`config.mk`:
```
export PLATFORM = sky130hd
export DESIGN_NAME = muldiv_seq_flat
export DESIGN_NICKNAME = d
export VERILOG_FILES = /design/src/rtl/muldiv_seq_pkg.sv /design/src/rtl/muldiv_seq_if.sv /design/src/rtl/muldiv_seq_step.sv /design/src/rtl/muldiv_seq.sv /design/src/flat_wrapper.sv
export SDC_FILE = /design/constraint.sdc
export NUM_CORES = 1
export LEC_CHECK = 0
export BUFFER_PORTS_ARGS = -buffer_cell sky130_fd_sc_hd__clkbuf_2
export CORE_ASPECT_RATIO = 0.8
export CORE_MARGIN = 10
export CORE_UTILIZATION = 55
export CTS_BUF_LIST = sky130_fd_sc_hd__clkbuf_8
export DETAILED_ROUTE_END_ITERATION = 10
export GPL_TIMING_DRIVEN = 0
export HOLD_SLACK_MARGIN = 0.02
export MAX_ROUTING_LAYER = met4
export PLACE_DENSITY = 0.8
export SLEW_MARGIN = 20
export SYNTH_ARGS = -nofsm -noshare
export SYNTH_HDL_FRONTEND = slang
export SYNTH_SLANG_ARGS = --single-unit
```
`constraint.sdc`:
```
create_clock -name i_clk -period 4.2 [get_ports i_clk]
set_input_delay 0.21 -clock i_clk [delete_from_list [all_inputs] [get_ports i_clk]]
set_output_delay 0.21 -clock i_clk [all_outputs]
set_load 0.05 [all_outputs]
```
`src/rtl/muldiv_seq_pkg.sv`:
```
`default_nettype none
// +----------------------------------------------------------------------+
// | muldiv_seq_pkg                                                       |
// | Shared op codes, step-mode type and helpers for the mul/div block.   |
// | Revision: 1.0                                                        |
// +----------------------------------------------------------------------+
package muldiv_seq_pkg;

  localparam int unsigned MD_DATA_WIDTH = 32;

  localparam logic [2:0] OP_MULT  = 3'd0;
  localparam logic [2:0] OP_MULTU = 3'd1;
  localparam logic [2:0] OP_DIV   = 3'd2;
  localparam logic [2:0] OP_DIVU  = 3'd3;
  localparam logic [2:0] OP_MFHI  = 3'd4;
  localparam logic [2:0] OP_MFLO  = 3'd5;
  localparam logic [2:0] OP_MTHI  = 3'd6;
  localparam logic [2:0] OP_MTLO  = 3'd7;

  typedef enum logic {
    STEP_MUL = 1'b0,
    STEP_DIV = 1'b1
  } step_mode_e;

  function automatic logic is_signed_op(input logic [2:0] op);
    return (op == OP_MULT) || (op == OP_DIV);
  endfunction

endpackage
`default_nettype wire

```
`src/rtl/muldiv_seq_if.sv`:
```
`default_nettype none
// +----------------------------------------------------------------------+
// | muldiv_seq_if                                                        |
// | Request/response bundle between the execute stage and muldiv_seq.    |
// | Revision: 1.0                                                        |
// +----------------------------------------------------------------------+
interface muldiv_seq_if #(
  parameter int DATA_WIDTH = 32
);
  logic                  i_en;
  logic                  i_kill;
  logic [2:0]            i_operation;
  logic [DATA_WIDTH-1:0] i_data_a;
  logic [DATA_WIDTH-1:0] i_data_b;
  logic [DATA_WIDTH-1:0] o_dout;
  logic                  o_busy;
  logic                  o_done;
  logic                  o_div_zero;

  modport master (
    output i_en, i_kill, i_operation, i_data_a, i_data_b,
    input  o_dout, o_busy, o_done, o_div_zero
  );

  modport slave (
    input  i_en, i_kill, i_operation, i_data_a, i_data_b,
    output o_dout, o_busy, o_done, o_div_zero
  );
endinterface
`default_nettype wire

```
`src/rtl/muldiv_seq_step.sv`:
```
`default_nettype none
// +----------------------------------------------------------------------+
// | muldiv_step                                                          |
// | One radix-2 iteration: shift-add multiply or restoring divide.       |
// | Revision: 1.0                                                        |
// +----------------------------------------------------------------------+
module muldiv_step
  import muldiv_seq_pkg::*;
#(
  parameter int DATA_WIDTH = 32
) (
  input  step_mode_e              mode_i,
  input  logic [2*DATA_WIDTH-1:0] acc_i,
  input  logic [DATA_WIDTH-1:0]   operand_i,
  output logic [2*DATA_WIDTH-1:0] acc_o
);

  logic [DATA_WIDTH:0] w_sum;
  logic [DATA_WIDTH:0] w_shifted;
  logic [DATA_WIDTH:0] w_diff;

  // Multiply: acc = {partial product, remaining multiplier bits}.
  // Divide:   acc = {partial remainder, remaining dividend / quotient bits}.
  always_comb begin
    w_sum     = {1'b0, acc_i[2*DATA_WIDTH-1:DATA_WIDTH]} + {1'b0, operand_i};
    w_shifted = acc_i[2*DATA_WIDTH-1:DATA_WIDTH-1];
    w_diff    = w_shifted - {1'b0, operand_i};
    acc_o     = acc_i;
    if (mode_i == STEP_MUL) begin
      if (acc_i[0]) begin
        acc_o = {w_sum, acc_i[DATA_WIDTH-1:1]};
      end else begin
        acc_o = {1'b0, acc_i[2*DATA_WIDTH-1:1]};
      end
    end else begin
      if (w_diff[DATA_WIDTH]) begin
        acc_o = {w_shifted[DATA_WIDTH-1:0], acc_i[DATA_WIDTH-2:0], 1'b0};
      end else begin
        acc_o = {w_diff[DATA_WIDTH-1:0], acc_i[DATA_WIDTH-2:0], 1'b1};
      end
    end
  end

endmodule
`default_nettype wire

```
`src/rtl/muldiv_seq.sv`:
```
`default_nettype none
// +----------------------------------------------------------------------+
// | muldiv_seq                                                           |
// | Iterative mul/div sequencer owning the HI/LO registers.              |
// | Revision: 1.0                                                        |
// +----------------------------------------------------------------------+
module muldiv_seq
  import muldiv_seq_pkg::*;
#(
  parameter int DATA_WIDTH = 32,
  parameter int CNT_WIDTH  = $clog2(DATA_WIDTH)
) (
  input  logic        i_clk,
  input  logic        i_arst_n,
  muldiv_seq_if.slave bus
);

  typedef enum logic [1:0] {
    S_IDLE = 2'd0,
    S_MUL  = 2'd1,
    S_DIV  = 2'd2,
    S_FIX  = 2'd3
  } state_e;

  localparam logic [CNT_WIDTH-1:0] C_CNT_START = CNT_WIDTH'(DATA_WIDTH - 1);

  state_e                  state_q, state_d;
  logic [CNT_WIDTH-1:0]    cnt_q, cnt_d;
  logic [2*DATA_WIDTH-1:0] acc_q, acc_d;
  logic [DATA_WIDTH-1:0]   opb_q, opb_d;
  logic [DATA_WIDTH-1:0]   hi_q, hi_d;
  logic [DATA_WIDTH-1:0]   lo_q, lo_d;
  logic                    is_div_q, is_div_d;
  logic                    neg_q, neg_d;
  logic                    neg_rem_q, neg_rem_d;

  logic                    w_signed;
  logic                    w_a_neg;
  logic                    w_b_neg;
  logic [DATA_WIDTH-1:0]   w_abs_a;
  logic [DATA_WIDTH-1:0]   w_abs_b;
  logic [2*DATA_WIDTH-1:0] w_step_acc;
  logic [2*DATA_WIDTH-1:0] w_prod;
  logic [DATA_WIDTH-1:0]   w_quo;
  logic [DATA_WIDTH-1:0]   w_rem;
  logic                    w_done;
  step_mode_e              w_mode;

  assign w_signed = is_signed_op(bus.i_operation);
  assign w_a_neg  = w_signed & bus.i_data_a[DATA_WIDTH-1];
  assign w_b_neg  = w_signed & bus.i_data_b[DATA_WIDTH-1];
  assign w_abs_a  = w_a_neg ? -bus.i_data_a : bus.i_data_a;
  assign w_abs_b  = w_b_neg ? -bus.i_data_b : bus.i_data_b;
  assign w_mode   = (state_q == S_DIV) ? STEP_DIV : STEP_MUL;

  muldiv_step #(
    .DATA_WIDTH(DATA_WIDTH)
  ) u_step (
    .mode_i   (w_mode),
    .acc_i    (acc_q),
    .operand_i(opb_q),
    .acc_o    (w_step_acc)
  );

  // Sign fix-up applied in FIX on magnitude results.
  assign w_prod = neg_q ? -acc_q : acc_q;
  assign w_quo  = neg_q ? -acc_q[DATA_WIDTH-1:0] : acc_q[DATA_WIDTH-1:0];
  assign w_rem  = neg_rem_q ? -acc_q[2*DATA_WIDTH-1:DATA_WIDTH]
                            : acc_q[2*DATA_WIDTH-1:DATA_WIDTH];

  always_comb begin
    state_d   = state_q;
    cnt_d     = cnt_q;
    acc_d     = acc_q;
    opb_d     = opb_q;
    hi_d      = hi_q;
    lo_d      = lo_q;
    is_div_d  = is_div_q;
    neg_d     = neg_q;
    neg_rem_d = neg_rem_q;
    w_done    = 1'b0;
    if (bus.i_kill) begin
      state_d = S_IDLE;
    end else begin
      case (state_q)
        S_IDLE: begin
          if (bus.i_en) begin
            case (bus.i_operation)
              OP_MULT, OP_MULTU: begin
                state_d   = S_MUL;
                cnt_d     = C_CNT_START;
                acc_d     = {{DATA_WIDTH{1'b0}}, w_abs_b};
                opb_d     = w_abs_a;
                is_div_d  = 1'b0;
                neg_d     = w_a_neg ^ w_b_neg;
                neg_rem_d = 1'b0;
              end
              OP_DIV, OP_DIVU: begin
                if (bus.i_data_b != '0) begin
                  state_d   = S_DIV;
                  cnt_d     = C_CNT_START;
                  acc_d     = {{DATA_WIDTH{1'b0}}, w_abs_a};
                  opb_d     = w_abs_b;
                  is_div_d  = 1'b1;
                  neg_d     = w_a_neg ^ w_b_neg;
                  neg_rem_d = w_a_neg;
                end
              end
              OP_MTHI: hi_d = bus.i_data_a;
              OP_MTLO: lo_d = bus.i_data_a;
              default: ;
            endcase
          end
        end
        S_MUL, S_DIV: begin
          acc_d = w_step_acc;
          if (cnt_q == '0) begin
            state_d = S_FIX;
          end else begin
            cnt_d = cnt_q - 1'b1;
          end
        end
        S_FIX: begin
          w_done  = 1'b1;
          state_d = S_IDLE;
          if (is_div_q) begin
            hi_d = w_rem;
            lo_d = w_quo;
          end else begin
            hi_d = w_prod[2*DATA_WIDTH-1:DATA_WIDTH];
            lo_d = w_prod[DATA_WIDTH-1:0];
          end
        end
        default: state_d = S_IDLE;
      endcase
    end
  end

  always_ff @(posedge i_clk or negedge i_arst_n) begin
    if (!i_arst_n) begin
      state_q   <= S_IDLE;
      cnt_q     <= '0;
      acc_q     <= '0;
      opb_q     <= '0;
      hi_q      <= '0;
      lo_q      <= '0;
      is_div_q  <= 1'b0;
      neg_q     <= 1'b0;
      neg_rem_q <= 1'b0;
    end else begin
      state_q   <= state_d;
      cnt_q     <= cnt_d;
      acc_q     <= acc_d;
      opb_q     <= opb_d;
      hi_q      <= hi_d;
      lo_q      <= lo_d;
      is_div_q  <= is_div_d;
      neg_q     <= neg_d;
      neg_rem_q <= neg_rem_d;
    end
  end

  assign bus.o_busy     = (state_q != S_IDLE);
  assign bus.o_done     = w_done;
  assign bus.o_div_zero = (state_q == S_IDLE) & bus.i_en & (bus.i_data_b == '0) &
                          ((bus.i_operation == OP_DIV) | (bus.i_operation == OP_DIVU));
  assign bus.o_dout     = (bus.i_operation == OP_MFHI) ? hi_q :
                          (bus.i_operation == OP_MFLO) ? lo_q : '0;

endmodule
`default_nettype wire
```
`src/flat_wrapper.sv`:
```
// flat-port wrapper written by rule: the top's interface ports become plain ports
module muldiv_seq_flat import muldiv_seq_pkg::*;
#(
  parameter int DATA_WIDTH = 32,
  parameter int CNT_WIDTH  = $clog2(DATA_WIDTH)
)
  (i_clk, i_arst_n, bus_i_en, bus_i_kill, bus_i_operation, bus_i_data_a, bus_i_data_b, bus_o_dout, bus_o_busy, bus_o_done, bus_o_div_zero);
  muldiv_seq_if #(.DATA_WIDTH(DATA_WIDTH)) bus_i ();
  input  logic i_clk;
  input  logic i_arst_n;
  input wire logic [$bits(bus_i.i_en)-1:0] bus_i_en;
  input wire logic [$bits(bus_i.i_kill)-1:0] bus_i_kill;
  input wire logic [$bits(bus_i.i_operation)-1:0] bus_i_operation;
  input wire logic [$bits(bus_i.i_data_a)-1:0] bus_i_data_a;
  input wire logic [$bits(bus_i.i_data_b)-1:0] bus_i_data_b;
  output wire logic [$bits(bus_i.o_dout)-1:0] bus_o_dout;
  output wire logic [$bits(bus_i.o_busy)-1:0] bus_o_busy;
  output wire logic [$bits(bus_i.o_done)-1:0] bus_o_done;
  output wire logic [$bits(bus_i.o_div_zero)-1:0] bus_o_div_zero;
  assign bus_i.i_en = bus_i_en;
  assign bus_i.i_kill = bus_i_kill;
  assign bus_i.i_operation = bus_i_operation;
  assign bus_i.i_data_a = bus_i_data_a;
  assign bus_i.i_data_b = bus_i_data_b;
  assign bus_o_dout = bus_i.o_dout;
  assign bus_o_busy = bus_i.o_busy;
  assign bus_o_done = bus_i.o_done;
  assign bus_o_div_zero = bus_i.o_div_zero;
  muldiv_seq #(.DATA_WIDTH(DATA_WIDTH), .CNT_WIDTH(CNT_WIDTH)) u_core (.i_clk(i_clk), .i_arst_n(i_arst_n), .bus(bus_i));
endmodule
```
# ---- Word-level counts from Yosys, hierarchy flattened
# Cells that the tools add are included.
dict set report totals {
  in_bits 71
  ff_bits 170
  output_inout_bits 35
}
dict set report classes {
  n_reduce_logical 19
  n_bitwise 8
  addsub 8
  eq_ne 21
  n_mux 44
}
# cell n
set op_table {}
lappend op_table {{two-way mux 32 bit} 13}
lappend op_table {{two-way mux 64 bit} 6}
lappend op_table {{case mux 64 bit (2 select lines)} 2}
lappend op_table {{case mux 32 bit (2 select lines)} 3}
lappend op_table {{negator 32 bit} 4}
lappend op_table {{negator 64 bit} 1}
lappend op_table {{adder 32 x 32 -> 33 bit} 1}
lappend op_table {{subtractor 33 x 32 -> 33 bit} 1}
lappend op_table {{zero test 32 bit} 1}
lappend op_table {{nonzero test 32 bit} 1}
lappend op_table {{case mux 5 bit (2 select lines)} 2}
lappend op_table {{two-way mux 5 bit} 3}
lappend op_table {{equality test 3 bit, second input constant} 4}
lappend op_table {{AND reduction 4 bit} 3}
lappend op_table {{AND reduction 5 bit} 2}
lappend op_table {{two-way mux 2 bit} 4}
lappend op_table {{!= test 2 bit, second input constant} 4}
lappend op_table {{nonzero test 2 bit} 4}
lappend op_table {{equality test 3 x 2 -> 1 bit, second input constant} 2}
lappend op_table {{two-way mux 1 bit} 6}
lappend op_table {{!= test 3 x 2 -> 1 bit, second input constant} 2}
lappend op_table {{!= test 3 bit, second input constant} 2}
lappend op_table {{case mux 1 bit (2 select lines)} 3}
lappend op_table {{case mux 2 bit (3 select lines)} 1}
lappend op_table {{other kinds (18)} 25}

# ---- Depth between registers and ports, before layout
# Gate-level depths: netlist of run 1.
dict set report depth {
  ltp_word 8
  ltp_mapped 15
}

# ---- Hierarchy
# From an unflattened synthesis of run 1, not the netlist that was laid out.
dict set report hier_totals {
  hier_cells 2058
  area_unflattened_um2 16382.0
}
# mod cells_per_inst instances seq_area_each_um2 area_per_inst_um2
set modules_own_cells {}
lappend modules_own_cells {muldiv_seq 1377 1 4254.1 11552.3}
lappend modules_own_cells {muldiv_step 681 1 0.0 4829.6}

# ---- Worst setup path after synthesis of run 1
# No wires, ideal clock.
dict set report synth_path {
  path_type {reg2reg}
  startpoint {register u_core.acc_q[31]}
  endpoint {register u_core.acc_q[46]}
  path_slack_ns 0.774
  stages_incl_launch_ff 16
  t_required_ns 4.064
  period_less_slack_ns 3.426
  arrival_ns 3.289
  setup_ns 0.136
  cell_sequence {dfrtp_1 inv_1 ha_1 fa_1 nand2b_1 a21oi_1 o41a_1 a22oi_1 o21ai_2 a21oi_1 o31ai_1 xor2_1 buf_2 buf_2 mux2i_1 o22ai_1}
}
dict set report synth_between {
  elab_chain_len 4
}
# item line
set synth_lines {}
lappend synth_lines {{from (decl)} muldiv_seq.sv:29} ;# logic [2*DATA_WIDTH-1:0] acc_q, acc_d;
lappend synth_lines {{from (signal assigned)} muldiv_seq.sv:143} ;# acc_q <= '0;
lappend synth_lines {{from (signal assigned)} muldiv_seq.sv:153} ;# acc_q <= acc_d;
lappend synth_lines {{subtractor 33 x 32 -> 33 bit} muldiv_seq_step.sv:27} ;# w_diff = w_shifted - {1'b0, operand_i};
lappend synth_lines {{two-way mux 64 bit} muldiv_seq_step.sv:36} ;# if (w_diff[DATA_WIDTH]) begin
lappend synth_lines {{two-way mux 64 bit} muldiv_seq_step.sv:29} ;# if (mode_i == STEP_MUL) begin
lappend synth_lines {{case mux 64 bit (2 select lines)} muldiv_seq.sv:85} ;# case (state_q)
# Every way passes these cells.
# A chain may end at the register's enable or synchronous reset.

# ---- Final worst setup path of run 1
dict set report layout_path {
  startpoint {register u_core.acc_q[0]}
  endpoint {register u_core.hi_q[16]}
}
dict set report layout_between {
  elab_chain_len 4
}
# item line
set layout_lines {}
lappend layout_lines {{negator 64 bit} muldiv_seq.sv:66} ;# assign w_prod = neg_q ? -acc_q : acc_q;
lappend layout_lines {{two-way mux 64 bit} muldiv_seq.sv:66}
lappend layout_lines {{two-way mux 32 bit} muldiv_seq.sv:126} ;# if (is_div_q) begin
lappend layout_lines {{case mux 32 bit (2 select lines)} muldiv_seq.sv:85}
lappend layout_lines {{to (signal assigned)} muldiv_seq.sv:155} ;# hi_q <= hi_d;
lappend layout_lines {{to (decl)} muldiv_seq.sv:31} ;# logic [DATA_WIDTH-1:0] hi_q, hi_d;
# Every way passes these cells.

==> metrics, run 1 <==
Hold Path End u_core.hi_q[13]; number of detailed-route iterations in the first pass 6; cell-internal power 6120 uW; Max Cap Viol 0; FMAX 247 MHz; Final HPWL DP 51.6 mm; initial antenna violation count 1; drt via density 6.71; Gate power share 66.9%; final critical path time including I/O delays and setup 4050 ps; syn_nets 2183; Clock Tree Buf Depth 2; average wire per standard cell 25.2 um; synthesized cell area 0.0157 mm^2; core area 0.0282 mm^2; die area 0.0358 mm^2; antenna viol nets, final 0; Min-Delay Path Class input port to register; Final Util 61.1%; RD Place Congestion 1.08; R2R Path End u_core.hi_q[16]; hold_sp bus_i_data_a[13]; Clk pin slew, worst setup/hold paths 120 ps; filler instances 2661; register area 0.00426 mm^2; worst skew pair latency 520 ps; Multi-input gate area 0.0107 mm^2; pin count of the biggest net entering global routing 88; CP arrival 4420 ps; Finish-stage setup viols 0; Startpoint Class register; CTS Root Cell clkbuf_8; Worst Tran Pin Value 1230 ps; Yosys top cell by area dfrtp_1; most common cell in the netlist nand2_1; Detailed Route WL 64.3 mm; FFs w/ async S/R, synth 100%; Starting Density 55.7%; pwr/cell area 801 mW/mm^2; I/O Buffers 102; final slew viol count 0; worst reg2reg startpoint u_core.acc_q[0]; status finished clean; Worst Hold Path Cells 3; static leakage 0.00746 uW; Die Y 171 um; Worst R2R Setup Slack 150 ps; number of synthesized flops with an enable pin 0; TritonCTS clock tree yes; Iter 0 DRT Violations 2427; register bit total from synthesis 170; Layout Skew 24.6 ps; Synth top cells by count nand2_1 (256), o21ai_0 (203), a21oi_1 (198), dfrtp_1 (170), nor2_1 (168); first-pass GRT wire length 96.1 mm; VDD IR-drop max 0.436 mV; largest cells by area after synthesis dfrtp_1 (27%), o21ai_0 (6.5%), a21oi_1 (6.3%); CP required 4570 ps; area delta synth->final 9.78%; critical path type register to register; GR Util All Layers 35.8%; Worst Reg2Reg Path Length in Cells 11; Final Non-Filler Cells 2548; synth unique cells 85; FP Rows 55; Inserted Clock Buffers 17; Critical Path Sink Type register; Post-Place Cells 2509; Gate Count Post-Synth 2036; DR DRC count 0; Hold Fails Final Rpt 0; I/O Pins 106; clock sink total 170; Synth top area share 27.1%; Die Wd 209 um; Seq/Total Area, Yosys 27.1%; Post-synth top flop dfrtp_1; worst-path maximum fanout 11; share of cells above drive strength 1 9.78%; vias 17.1k; net switching power 7680 uW; Yosys warning total 0; Reg power frac 23.8%; worst rel slew slack 17.5%; share of the clock period used by the worst path 96.5%; Nets 2311; unrepaired setup endpoints after global routing no; syn_area_per_cell 7.71 um^2; Clk pwr share 9.3%; Net Sw Frac 55.7%; vias in the first global route 15.5k; CTS H-tree depth 4; total gr overflow 0
==> worst max-delay path by stage <==
stage	slack, ps	from	to	depth (start not counted)
2_1_floorplan	770	u_core.acc_q[31]	u_core.acc_q[46]	15
3_3_place_gp	-370	i_arst_n	u_core.opb_q[11]	1
3_5_place_dp	-400	u_core.acc_q[31]	u_core.acc_q[46]	15
4_1_cts	120	u_core.acc_q[0]	u_core.hi_q[16]	12
5_1_grt	40	u_core.opb_q[1]	u_core.acc_q[61]	12
6_report	150	u_core.acc_q[0]	u_core.hi_q[16]	11
==> cell usage in the layout (no fill, tap or decap), types with 74 or more instances in the layout <==
cell	n
nor2_1	168
xor2_1	81
nand2_1	256
ha_1	74
o21ai_0	203
inv_1	75
xnor2_1	92
clkbuf_2	103
dfrtp_1	168
a21oi_1	197
clkbuf_1	116
==> final cells by class <==
cell class                      count  share of cell area [%]
Antenna cell                        1                  0.0145
Buffer                            131                    2.98
Clock buffer                       17                    1.36
Clock inverter                     15                    1.09
Inverter                           76                    1.65
Multi-Input combinational cell   1657                    62.0
Sequential cell                   170                    24.7
Tap cell                          370                    2.69
Timing Repair Buffer              111                    3.55
==> power groups by stage <==
| stage | clock network, uW | logic (uW) | registers (uW) |
|---|---|---|---|
| 6_report | 1290 | 9230 | 3280 |
| 5_1_grt | 1340 | 9910 | 3330 |
| 4_1_cts | 1280 | 8820 | 3210 |
| 3_5_place_dp | 0 | 8740 | 3250 |
| 3_3_place_gp | 0 | 8620 | 3210 |
| 2_1_floorplan | 0 | 6420 | 2870 |
==> what timing repair did <==
action | in CTS | in global routing
hold endpoints to repair | 85 | 0
hold buffers | 2 | 0
endpoints found under the setup margin | 38 | 27
gates resized for setup | 7 | 5
pin swaps | 1 | 2
setup buffers | 4 | 2
cloned | 0 | 0
==> state kept, by name (all words and copies together) (netlist names) <==
signal,count
u_core.hi_q,32
u_core.cnt_q,5
u_core.opb_q,32
u_core.is_div_q,1
u_core.state_q,2
u_core.acc_q,64
u_core.neg_q,1
u_core.neg_rem_q,1
u_core.lo_q,32
==> routing by layer <==
layer	wire, um	up-vias	global-route usage, %
met5	0	-	-
met4	1770	0	9.65
met3	9200	96	10.6
met2	24900	1222	47.7
met1	28400	8142	51.1
li1	-	7637	-
==> cell families after synthesis <==
family	after synthesis	share of synthesized area, %
DFF	170	27.1
buffers and inverters	209	5.08
AOI/OAI and AO/OA	691	27.5
xor gates and xnor gates	174	9.71
muxes	76	5.08
and+or+nand+nor	640	19.4
adders and majority gates	76	6.15
==> worst max-delay path, stage by stage (launching register included) <==
cell,delay (ps)
dfrtp_1,380
clkbuf_1,360
inv_1,570
clkbuf_2,460
ha_1,380
nand3_4,150
or2_4,320
and2_1,160
clkbuf_1,200
o31ai_1,310
xor2_1,450
a221oi_1,150
==> per-stage QoR <==
step,TNS (ps),hold slack [ps],cell area [um^2],worst slack (ps),total power (uW)
detailed placement,-7980,318,16700,-397,12000
CTS,0,95.4,17200,123,13300
floorplan,0,-85.6,15700,774,9290
global placement,-62430,460,16700,-370,11800
global route,0,141,17200,38.7,14600
finish,0,115,17200,146,13800
No activity file was read; power rests on OpenSTA's default activity.
==> inputs of run 2 (changes only) <==
--- a/config.mk
+++ b/config.mk
@@ -9,7 +9,7 @@
 export CORE_ASPECT_RATIO = 0.8
 export CORE_MARGIN = 10
 export CORE_UTILIZATION = 55
-export CTS_BUF_LIST = sky130_fd_sc_hd__clkbuf_8
+export CTS_BUF_LIST = sky130_fd_sc_hd__clkbuf_16
 export DETAILED_ROUTE_END_ITERATION = 10
 export GPL_TIMING_DRIVEN = 0
 export HOLD_SLACK_MARGIN = 0.02
==> metrics, run 2 (synthesized netlist as in run 1, its figures left out) <==
status finished clean; GRT met1 Usage 48.6%; pin count of the biggest net entering global routing 88; RD Place Congestion 1.08; GR Util met3 14.2%; CTS Root Cell clkbuf_16; pwr/cell area 816 mW/mm^2; Startpoint Class register; initial antenna violation count 1; Detailed Route WL 64.6 mm; slowest cell on the critical path dfrtp_2; Total Power 14200 uW; clock sink total 170; Placed Instance Area 0.0167 mm^2; Worst Reg2Reg Path Length in Cells 15; share of cells above drive strength 1 9.87%; Die Y 171 um; final critical path time including I/O delays and setup 4110 ps; worst hold margin 190 ps; commonest non-fill, non-tap cell in the layout nand2_1; most frequent cells in the layout nand2_1 (256), o21ai_0 (203), a21oi_1 (197); FP Rows 55; Layout Skew 14.8 ps; CP most frequent cell buf_4; I/O Pins 106; Most Crowded Layer GR met1; Critical Path Sink Type register; I/O Buffers 102; worst reg2reg startpoint u_core.acc_q[31]; DR DRC count 0; worst skew pair latency 460 ps; R2R Path End u_core.acc_q[48]; worst-path maximum fanout 5; Starting Density 55.7%; WP buf/inv 3; number of detailed-route iterations in the first pass 5; Worst R2R Setup Slack 90 ps; share of the clock period used by the worst path 97.9%; GR Util All Layers 35.9%; Min-Delay Path Class input port to register; Top reg by flops u_core.acc_q; CP delay by family, top compound AO/OA/AOI/OAI gates; area delta synth->final 11.1%; Worst path max stage delay 450 ps; Finish-stage setup viols 0; Worst Tran Pin Value 1270 ps; vias in the first global route 15.6k; Nets 2312; vias 16.9k; Clock Tree Buf Depth 2; VDD IR-drop max 0.455 mV; total gr overflow 0; drt via density 6.64; Max Cap Viol 0; first-pass GRT wire length 96.0 mm; FMAX 243 MHz; static leakage 0.00755 uW; critical path type register to register; Worst Hold Path Cells 3; Hold Fails Final Rpt 0; crit-path cells inv_1 > ha_1 > fa_1 > nand2b_1 > a21oi_1 > o41a_1 > a22oi_1 > o21ai_2 > a21oi_4 > o31ai_4 > xor2_2 > buf_4 > buf_4 > mux2_2 > a221o_1; final slew viol count 0; die area 0.0358 mm^2; antenna viol nets, final 0; worst rel slew slack 14.9%; Iter 0 DRT Violations 2452; hold_sp bus_i_data_a[13]; CP required 4540 ps; core area 0.0282 mm^2; average wire per standard cell 25.3 um; final instance area 0.0175 mm^2; Inserted Clock Buffers 17; max FFs per register 64; Final HPWL DP 51.6 mm; TritonCTS clock tree yes; Hold Path End u_core.hi_q[13]; Die Wd 209 um; Clk pin slew, worst setup/hold paths 90 ps; CTS H-tree depth 4; met2 usage 47.9%; CP arrival 4450 ps
-- run 2: cell types whose count changed in the layout (fill, tap and decap cells not counted) --
cell	previous run	this run
a211oi_1	45	44
a211oi_2	1	2
a21oi_2	2	1
a21oi_4	0	1
buf_4	9	10
clkbuf_16	0	17
clkbuf_8	18	1
-- run 2: timing repair --
item	4_1_cts	5_1_grt
gates resized for setup	6	7
endpoints found under the hold margin	85	0
endpoints found under the setup margin	37	36
pin swaps	1	3
setup buffers	4	3
gates cloned	0	0
hold buffers	2	0
-- run 2: worst max path at each step --
| stage | startpoint | to | slack, ps | depth (start not counted) |
|---|---|---|---|---|
| final | u_core.acc_q[31] | u_core.acc_q[48] | 90 | 15 |
| after global routing | u_core.acc_q[31] | u_core.acc_q[48] | -7 | 15 |
| after CTS | u_core.acc_q[31] | u_core.acc_q[45] | 6 | 15 |
| after detailed placement | u_core.acc_q[31] | u_core.acc_q[46] | -400 | 15 |
| after global placement | i_arst_n | u_core.opb_q[11] | -370 | 1 |
| after floorplan | u_core.acc_q[31] | u_core.acc_q[46] | 770 | 15 |
-- run 2: where the power goes --
| part | internal, uW | switching [uW] | leakage (uW) |
|---|---|---|---|
| Clock | 811 | 875 | 0.000293 |
| Combinational | 3330 | 5930 | 0.00513 |
| Sequential | 2350 | 945 | 0.00213 |
-- run 2: worst reg2reg max path, stage by stage (launching register included) --
cell	delay [ps]
dfrtp_2	450
inv_1	120
ha_1	220
fa_1	410
nand2b_1	190
a21oi_1	240
o41a_1	230
a22oi_1	140
o21ai_2	290
a21oi_4	150
o31ai_4	290
xor2_2	340
buf_4	190
buf_4	110
mux2_2	320
a221o_1	310
-- run 2: metrics by stage --
stage	instances	setup slack [ps]	util, %	TNS (ps)
detailed placement	2509	-397	59.2	-7980
global route	2549	-7.23	61.8	-7.23
finish	2549	89.7	61.8	0
global placement	2508	-370	59.1	-62430
CTS	2547	5.79	61.7	0
floorplan	2036	774	-	0
-- run 2: per-layer routing --
metal	vias to the layer above	wire length (um)
met5	-	0
met4	0	1860
met3	100	10000
met2	1124	25200
met1	8051	27600
li1	7643	-
-- run 2: final cells by class --
cell class / instances / area [um^2]
inverter: 76 / 285
antenna: 1 / 2.50
multi-input combinational: 1657 / 10700
timing repair buffer: 112 / 619
sequential: 170 / 4260
clock buffer: 17 / 425
buffer: 131 / 513
fill: 2631 / 10800
tap: 370 / 463
clock inverter: 15 / 188
==> inputs of run 3 (changes only) <==
--- a/config.mk
+++ b/config.mk
@@ -7,7 +7,7 @@
 export LEC_CHECK = 0
 export BUFFER_PORTS_ARGS = -buffer_cell sky130_fd_sc_hd__clkbuf_2
 export CORE_ASPECT_RATIO = 0.8
-export CORE_MARGIN = 10
+export CORE_MARGIN = 3
 export CORE_UTILIZATION = 55
 export CTS_BUF_LIST = sky130_fd_sc_hd__clkbuf_16
 export DETAILED_ROUTE_END_ITERATION = 10
==> metrics, run 3 (synthesized netlist as in run 1, its figures left out) <==
CTS H-tree depth 4; worst-path maximum fanout 5; Worst Tran Pin Value 1200 ps; Starting Density 56.7%; fin worst setup slack 68.1 ps; die area 0.0306 mm^2; pwr/cell area 817 mW/mm^2; average wire per standard cell 25.0 um; critical path type register to register; max FFs per register 64; worst rel slew slack 19.8%; worst skew pair latency 450 ps; Critical Path Sink Type register; dpl ws -464 ps; vias in the first global route 15.4k; Inserted Clock Buffers 17; Finish-stage setup viols 0; Clock Tree Buf Depth 2; static leakage 0.00755 uW; Final Util 62.9%; share of cells above drive strength 1 9.65%; Max Cap Viol 0; clock sink total 170; FP Rows 54; drt via density 6.78; Hold Fails Final Rpt 0; pin count of the biggest net entering global routing 65; core area 0.0277 mm^2; Startpoint Class register; DR DRC count 0; status finished clean; Final HPWL DP 50.4 mm; RD Place Congestion 1.06; final slew viol count 0; I/O Buffers 102; Min-Delay Path Class input port to register; Die Y 157 um; area delta synth->final 11.0%; antenna viol nets, final 0; first-pass GRT wire length 94.8 mm; vias 17.2k; I/O Pins 106; most frequent cells in the layout nand2_1 (256), o21ai_0 (202), a21oi_1 (197); Clk pin slew, worst setup/hold paths 80 ps; TritonCTS clock tree yes; CP arrival 4480 ps; Detailed Route WL 63.6 mm; GR Util All Layers 41.7%; unrepaired setup endpoints after global routing no; FMAX 242 MHz; CTS Root Cell clkbuf_16; Nets 2310; CP required 4540 ps; share of the clock period used by the worst path 98.4%; VDD IR-drop max 0.424 mV; initial antenna violation count 1; final critical path time including I/O delays and setup 4130 ps; number of detailed-route iterations in the first pass 8; Top reg by flops u_core.acc_q; Fin Setup TNS 0 ps; commonest non-fill, non-tap cell in the layout nand2_1; Die Wd 195 um; Iter 0 DRT Violations 2765; Layout Skew 15.8 ps; total gr overflow 0
[run 3: cell count changes in the layout (fill, tap and decap cells not counted), moves of 2 or more]
cell / delta
inv_6: -3
a211oi_1: +2
buf_4: -4
inv_8: +3
a211oi_2: -2
bufinv_16: +2
clkinv_8: -6
[run 3: timing repair]
item / CTS / global route
pin swaps: 1 / 1
hold endpoints to repair: 50 / 0
gates resized for setup: 7 / 8
endpoints found under the setup margin: 35 / 26
hold buffers: 2 / 0
setup buffers: 3 / 1
[run 3: final cells by class]
cell class / instances / area [um^2]
well taps: 364 / 455
clock buffers: 17 / 425
inverters: 76 / 285
plain buffers: 131 / 514
diodes: 1 / 2.50
clock inverters: 15 / 181
repair buffers: 110 / 624
flip-flops and latches: 170 / 4260
fillers: 2479 / 10300
multi-input cells: 1657 / 10700
[run 3: report_power, final]
group,switching (uW),internal [uW]
sequential,947,2350
combinational,5940,3310
clock,793,902
total,7680,6560
[run 3: final timing paths]
check                                         to  slack [ps]  cells past startpoint              from
worst min-delay path             u_core.hi_q[13]         150                      3  bus_i_data_a[13]
worst max-delay path            u_core.acc_q[48]          70                     15  u_core.acc_q[31]
min in group asynchronous        u_core.lo_q[14]         280                      2          i_arst_n
worst min register to register   u_core.hi_q[23]         490                      2   u_core.hi_q[23]
max in group asynchronous       u_core.acc_q[31]        2870                      4          i_arst_n
worst max register to register  u_core.acc_q[48]          70                     15  u_core.acc_q[31]
[run 3: per-stage QoR]
step           total power (uW)  hold WS (ps)  cells  instance area [um^2]
2_1_floorplan              9290         -85.6   2036                 15700
3_3_place_gp              11800           459   2502                 16700
3_5_place_dp              12000           191   2504                 16700
4_1_cts                   13800           133   2540                 17400
5_1_grt                   15000           152   2541                 17400
6_report                  14200           149   2541                 17400
[run 3: layer usage]
layer | part of all wire, % | global-route usage [%]
met3 | 15 | 13.7
met1 | 43 | 60.1
met5 | 0 | -
met2 | 38 | 55.7
met4 | 3.2 | 11.1
[run 3: critical path, stage by stage, from the launching register on]
cell      delay, ps
dfrtp_2         450
inv_1           120
ha_1            230
fa_1            430
nand2b_1        200
a21oi_1         230
o41a_1          270
a22oi_1         140
o21ai_2         320
a21oi_4         160
o31ai_4         300
xor2_2          240
buf_4           190
buf_4           140
mux2_2          330
a221o_1         280
